**src/rtl/mem_port_arbiter.sv**
```systemverilog
// Shared memory-port arbiter: store > load > fetch into a registered request slot, with an
// in-order owner FIFO that routes read data back. Optional fetch starvation guard: MEM_ARB_STARVE_GUARD_EN.
module mem_port_arbiter #(
    parameter int ADDR_W          = 32,
    parameter int DATA_W          = 64,
    parameter int MAX_OUTSTANDING = 4,
    parameter int STARVE_LIMIT    = 8
) (
    input  logic              clock,
    input  logic              reset,
    input  logic              st_req_valid,
    input  logic [ADDR_W-1:0] st_req_addr,
    input  logic [DATA_W-1:0] st_req_data,
    output logic              st_req_ready,
    input  logic              lb_req_valid,
    input  logic [ADDR_W-1:0] lb_req_addr,
    output logic              lb_req_ready,
    output logic              lb_rsp_valid,
    output logic [DATA_W-1:0] lb_rsp_data,
    input  logic              if_req_valid,
    input  logic [ADDR_W-1:0] if_req_addr,
    output logic              if_req_ready,
    output logic              if_rsp_valid,
    output logic [DATA_W-1:0] if_rsp_data,
    input  logic              if_flush,
    output logic              mem_req_valid,
    output logic              mem_req_we,
    output logic [ADDR_W-1:0] mem_req_addr,
    output logic [DATA_W-1:0] mem_req_wdata,
    input  logic              mem_req_ready,
    input  logic              mem_rsp_valid,
    input  logic [DATA_W-1:0] mem_rsp_data,
    output logic              if_mem_hazard,
    output logic              rsp_err
);
    localparam int PTR_W = $clog2(MAX_OUTSTANDING);
    localparam int CNT_W = PTR_W + 1;

    logic             slot_free, fifo_full, fifo_empty, read_ok;
    logic             st_win, lb_win, if_win, read_win, rsp_pop;
    logic [PTR_W-1:0] wr_ptr, rd_ptr;
    logic [CNT_W-1:0] fifo_cnt;
    logic             owner_q  [MAX_OUTSTANDING];
    logic             squash_q [MAX_OUTSTANDING];

`ifdef MEM_ARB_STARVE_GUARD_EN
    localparam int SC_W = $clog2(STARVE_LIMIT + 1);
    logic [SC_W-1:0] starve_cnt;
    logic            force_if;
    assign force_if = (starve_cnt == SC_W'(STARVE_LIMIT));
`endif

    // Fullness uses the pre-pop count so a same-cycle response never frees a slot.
    always_comb begin
        st_win     = 1'b0;
        lb_win     = 1'b0;
        if_win     = 1'b0;
        slot_free  = reset & (~mem_req_valid | mem_req_ready);
        fifo_full  = (fifo_cnt == CNT_W'(MAX_OUTSTANDING));
        fifo_empty = (fifo_cnt == '0);
        read_ok    = slot_free & ~fifo_full;
`ifdef MEM_ARB_STARVE_GUARD_EN
        if (force_if && if_req_valid && read_ok)
            if_win = 1'b1;
        else
`endif
        if (st_req_valid && slot_free)
            st_win = 1'b1;
        else if (lb_req_valid && read_ok)
            lb_win = 1'b1;
        else if (if_req_valid && read_ok)
            if_win = 1'b1;
        read_win = lb_win | if_win;
        rsp_pop  = reset & mem_rsp_valid & ~fifo_empty;
    end

    assign st_req_ready  = st_win;
    assign lb_req_ready  = lb_win;
    assign if_req_ready  = if_win;
    assign if_mem_hazard = reset & if_req_valid & ~if_win;

    assign lb_rsp_valid = rsp_pop & ~owner_q[rd_ptr];
    assign if_rsp_valid = rsp_pop & owner_q[rd_ptr] & ~squash_q[rd_ptr];
    assign lb_rsp_data  = lb_rsp_valid ? mem_rsp_data : '0;
    assign if_rsp_data  = if_rsp_valid ? mem_rsp_data : '0;

    always_ff @(posedge clock or negedge reset) begin
        if (!reset) begin
            mem_req_valid <= 1'b0;
            mem_req_we    <= 1'b0;
            mem_req_addr  <= '0;
            mem_req_wdata <= '0;
        end else if (slot_free) begin
            mem_req_valid <= st_win | read_win;
            if (st_win) begin
                mem_req_we    <= 1'b1;
                mem_req_addr  <= st_req_addr;
                mem_req_wdata <= st_req_data;
            end else if (lb_win) begin
                mem_req_we    <= 1'b0;
                mem_req_addr  <= lb_req_addr;
                mem_req_wdata <= '0;
            end else if (if_win) begin
                mem_req_we    <= 1'b0;
                mem_req_addr  <= if_req_addr;
                mem_req_wdata <= '0;
            end
        end
    end

    // A flush marks every fetch entry, and the entry pushed this cycle inherits if_flush.
    always_ff @(posedge clock or negedge reset) begin
        if (!reset) begin
            wr_ptr   <= '0;
            rd_ptr   <= '0;
            fifo_cnt <= '0;
            for (int i = 0; i < MAX_OUTSTANDING; i++) begin
                owner_q[i]  <= 1'b0;
                squash_q[i] <= 1'b0;
            end
        end else begin
            for (int i = 0; i < MAX_OUTSTANDING; i++) begin
                if (if_flush && owner_q[i])
                    squash_q[i] <= 1'b1;
            end
            if (read_win) begin
                owner_q[wr_ptr]  <= if_win;
                squash_q[wr_ptr] <= if_win & if_flush;
                wr_ptr           <= wr_ptr + PTR_W'(1);
            end
            if (rsp_pop)
                rd_ptr <= rd_ptr + PTR_W'(1);
            if (read_win && !rsp_pop)
                fifo_cnt <= fifo_cnt + CNT_W'(1);
            else if (!read_win && rsp_pop)
                fifo_cnt <= fifo_cnt - CNT_W'(1);
        end
    end

    always_ff @(posedge clock or negedge reset) begin
        if (!reset)
            rsp_err <= 1'b0;
        else if (mem_rsp_valid && fifo_empty)
            rsp_err <= 1'b1;
    end

`ifdef MEM_ARB_STARVE_GUARD_EN
    always_ff @(posedge clock or negedge reset) begin
        if (!reset)
            starve_cnt <= '0;
        else if (if_win)
            starve_cnt <= '0;
        else if (if_req_valid && slot_free && !force_if)
            starve_cnt <= starve_cnt + SC_W'(1);
    end
`endif
endmodule

```
**config.mk**
```make
export PLATFORM = sky130hd
export DESIGN_NAME = mem_port_arbiter
export DESIGN_NICKNAME = d
export VERILOG_FILES = /design/src/rtl/mem_port_arbiter.sv
export SDC_FILE = /design/constraint.sdc
export NUM_CORES = 1
export LEC_CHECK = 0
export BUFFER_PORTS_ARGS = -buffer_cell sky130_fd_sc_hd__buf_2
export CELL_PAD_IN_SITES_DETAIL_PLACEMENT = 1
export CELL_PAD_IN_SITES_GLOBAL_PLACEMENT = 2
export CORE_MARGIN = 10
export CORE_UTILIZATION = 23
export DETAILED_ROUTE_END_ITERATION = 7
export HOLD_SLACK_MARGIN = 0.1
export PLACE_DENSITY_LB_ADDON = 0.15
export SKIP_CTS_REPAIR_TIMING = 1
export SLEW_MARGIN = 15
export SYNTH_ARGS = -nofsm -noshare
export SYNTH_HDL_FRONTEND = slang
export SYNTH_SLANG_ARGS = --single-unit
```
**constraint.sdc**
```tcl
create_clock -name clock -period 3.7 [get_ports clock]
set_input_delay 1.11 -clock clock [delete_from_list [all_inputs] [get_ports clock]]
set_output_delay 1.11 -clock clock [all_outputs]
set_load 0.005 [all_outputs]
```
==> impl_metrics.toml <==
[global_routing]
grtUsageTotal_pct = 18.0
grt_max_degree = 96
grt_pass1_vias = 6754
grt_antenna_before_repair = 8
grt_pass1_wl_mm = 42.9
grt.overflow.total = 0

[min_path]
worstHoldStart = "rsp_err"
hold_class = "reg -> reg"
hold_depth = 1
hold_end = "rsp_err"

[synthesis]
ys_warn_count = 0
seq_area_frac_synth_pct = 49.0
avgSynthCellArea_sq_um = 10.6
synthCells = 547
synth-async-reset-ratio_pct = 100
synth_ff_type = "dfrtp_1"
syn_nets = 785
synth_cell_types = 49
syn_area_sq_um = 5820
synth_seq_cells = 114
synth_edf_count = 0

[layout]
drive_gt1_share_pct = 52.0
syn_to_final_growth_pct = 56.8
final_cell_mix = "buf_2 (463), and2_1 (128), dfrtp_1 (114)"
layout_commonest_cell = "buf_2"
finalNetCount = 1237

[setup_path]
cp-start-kind = "input pin"
ff2ff_setup_slack_ps = 1210
cp_max_fo = 65
path_class = "in -> out"
endpoint_kind = "primary output"
reg2reg_depth = 8
regToRegEndpoint = "fifo_cnt[1]"
worst_ep_required_time_ps = 2590
r2r_start = "fifo_cnt[0]"
arrival_ps = 2350

[route]
vias_per_cell = 4.55
vias = 6128
drcViolationCount = 0
ant_nets = 0
wl_per_cell_microns = 22.6
totalWireLength_mm = 30.5
first_pass_iters = 4
drt_iter0_drc = 235

[cts]
numCtsBuffers = 17
clk_latency_ps = 420
clock-sinks = 114
cts-root-buf = "clkbuf_16"
clk_pin_slew_ps = 60
cts_max_level = 4
clockBufferDepth = 2
cts_tree = "done"

[floorplanning]
die-area_sq_um = 32100
die_w_microns = 179
ios = 465
core_sq_um = 25000
die_h_microns = 179
rows = 58
start_util_pct = 23.2

[placement]
place_congestion = 0.858
dp_hpwl_mm = 24.6
port_buffers = 464

[power_and_ir_drop]
ir_worst_vdd_mv = 0.288
p_per_area_nw_per_um2 = 580
power_uw = 5290
leakage_uw = 0.00497

[timing]
rsz0062_at_grt = "no"
tightestPinTransition_ps = 1020
hold_ws_ps = 465
max-slew-margin-rel_pct = 31.8
fin_crit_sh_pct = 93.5
slew_violations = 0
clock_skew_ps = 14.7
clock.fmax_mhz = 289
hold_viol_final = 0
setup_tns_ps = 0
fin_crit_ps = 3460
finalSetupViolCount = 0

[outcome]
status = "finished, final reports clean"

[job]
maxCapViolCount = 0
==> power by group <==
part	internal, uW	total, uW	switching (uW)
sequential	1580	1810	232
combinational	858	1740	880
clock	1080	1740	658
==> routing by layer <==
layer | routed length (microns) | up-vias | GRT usage (%)
met5 | 34 | - | 0
li1 | - | 2876 | -
met1 | 11200 | 2939 | 18.9
met4 | 428 | 4 | 5.68
met2 | 15700 | 290 | 31.9
met3 | 3090 | 19 | 7.39
==> flip-flops by register name (all words and copies together), names as in the netlist <==
signal	cells
fifo_cnt	3
mem_req_addr	32
mem_req_valid	1
mem_req_wdata	64
mem_req_we	1
owner_q	4
rd_ptr	2
rsp_err	1
squash_q	4
wr_ptr	2
==> area by class of cell <==
type                            count  area (sq um)
Antenna cell                        6          15.0
Sequential cell                   114          2850
Clock buffer                       17           425
Clock inverter                     15           195
Tap cell                          330           413
Multi-Input combinational cell    375          2710
Timing Repair Buffer              478          2470
Fill cell                        3032         15900
Inverter                           13          50.0
==> worst max path at each step <==
stage | endpoint | from | slack [ps] | depth (start not counted)
2_1_floorplan | if_mem_hazard | reset | 420 | 5
3_3_place_gp | if_rsp_data[9] | reset | 250 | 6
3_5_place_dp | if_rsp_data[43] | reset | 230 | 6
4_1_cts | if_rsp_data[43] | reset | 230 | 6
5_1_grt | if_rsp_data[43] | reset | 130 | 6
6_report | if_rsp_data[43] | reset | 240 | 6
==> cell families after synthesis <==
logic type	count (synthesis)	share of synthesized area (%)
flip-flops	114	49.0
multiplexers	17	3.46
buffers and inverters	58	5.03
AND/OR/NAND/NOR	192	19.9
XOR/XNOR	6	0.903
adder cells (fa/ha/maj)	6	1.42
AO/OA/AOI/OAI	154	20.2
==> synthesized netlist by cell type (all sizes together) (3+ instances only) <==
cell	instances	area, sq um
a21oi	8	40.0
a221oi	4	35.0
a22o	68	596
a22oi	31	233
a311oi	4	35.0
a31oi	18	113
and2	128	801
buf	28	173
clkbuf	17	71.3
dfrtp	114	2850
ha	5	62.6
inv	13	48.8
mux2i	13	130
nand2	9	41.3
nand2b	3	18.8
nand3	12	60.1
nor2	24	97.6
o21ai	13	65.1
o31ai	4	30.0
xnor2	3	26.3
xor2	3	26.3
==> worst max-delay path, stage by stage <==
cell	delay (ps)
buf_4	100
nand3b_1	250
nor3b_4	300
buf_12	260
and2_1	180
buf_2	120
==> stage by stage <==
stage                     setup slack, ps  utilization, %  area [sq um]  cells
after floorplan                       424               -          5820    547
after global placement                252            33.9          8490   1310
after detailed placement              229            33.9          8490   1310
after CTS                             229            36.4          9110   1342
after global routing                  130            36.4          9120   1347
final                                 242            36.4          9130   1348
Note: power is estimated with default switching activity, not from simulation.
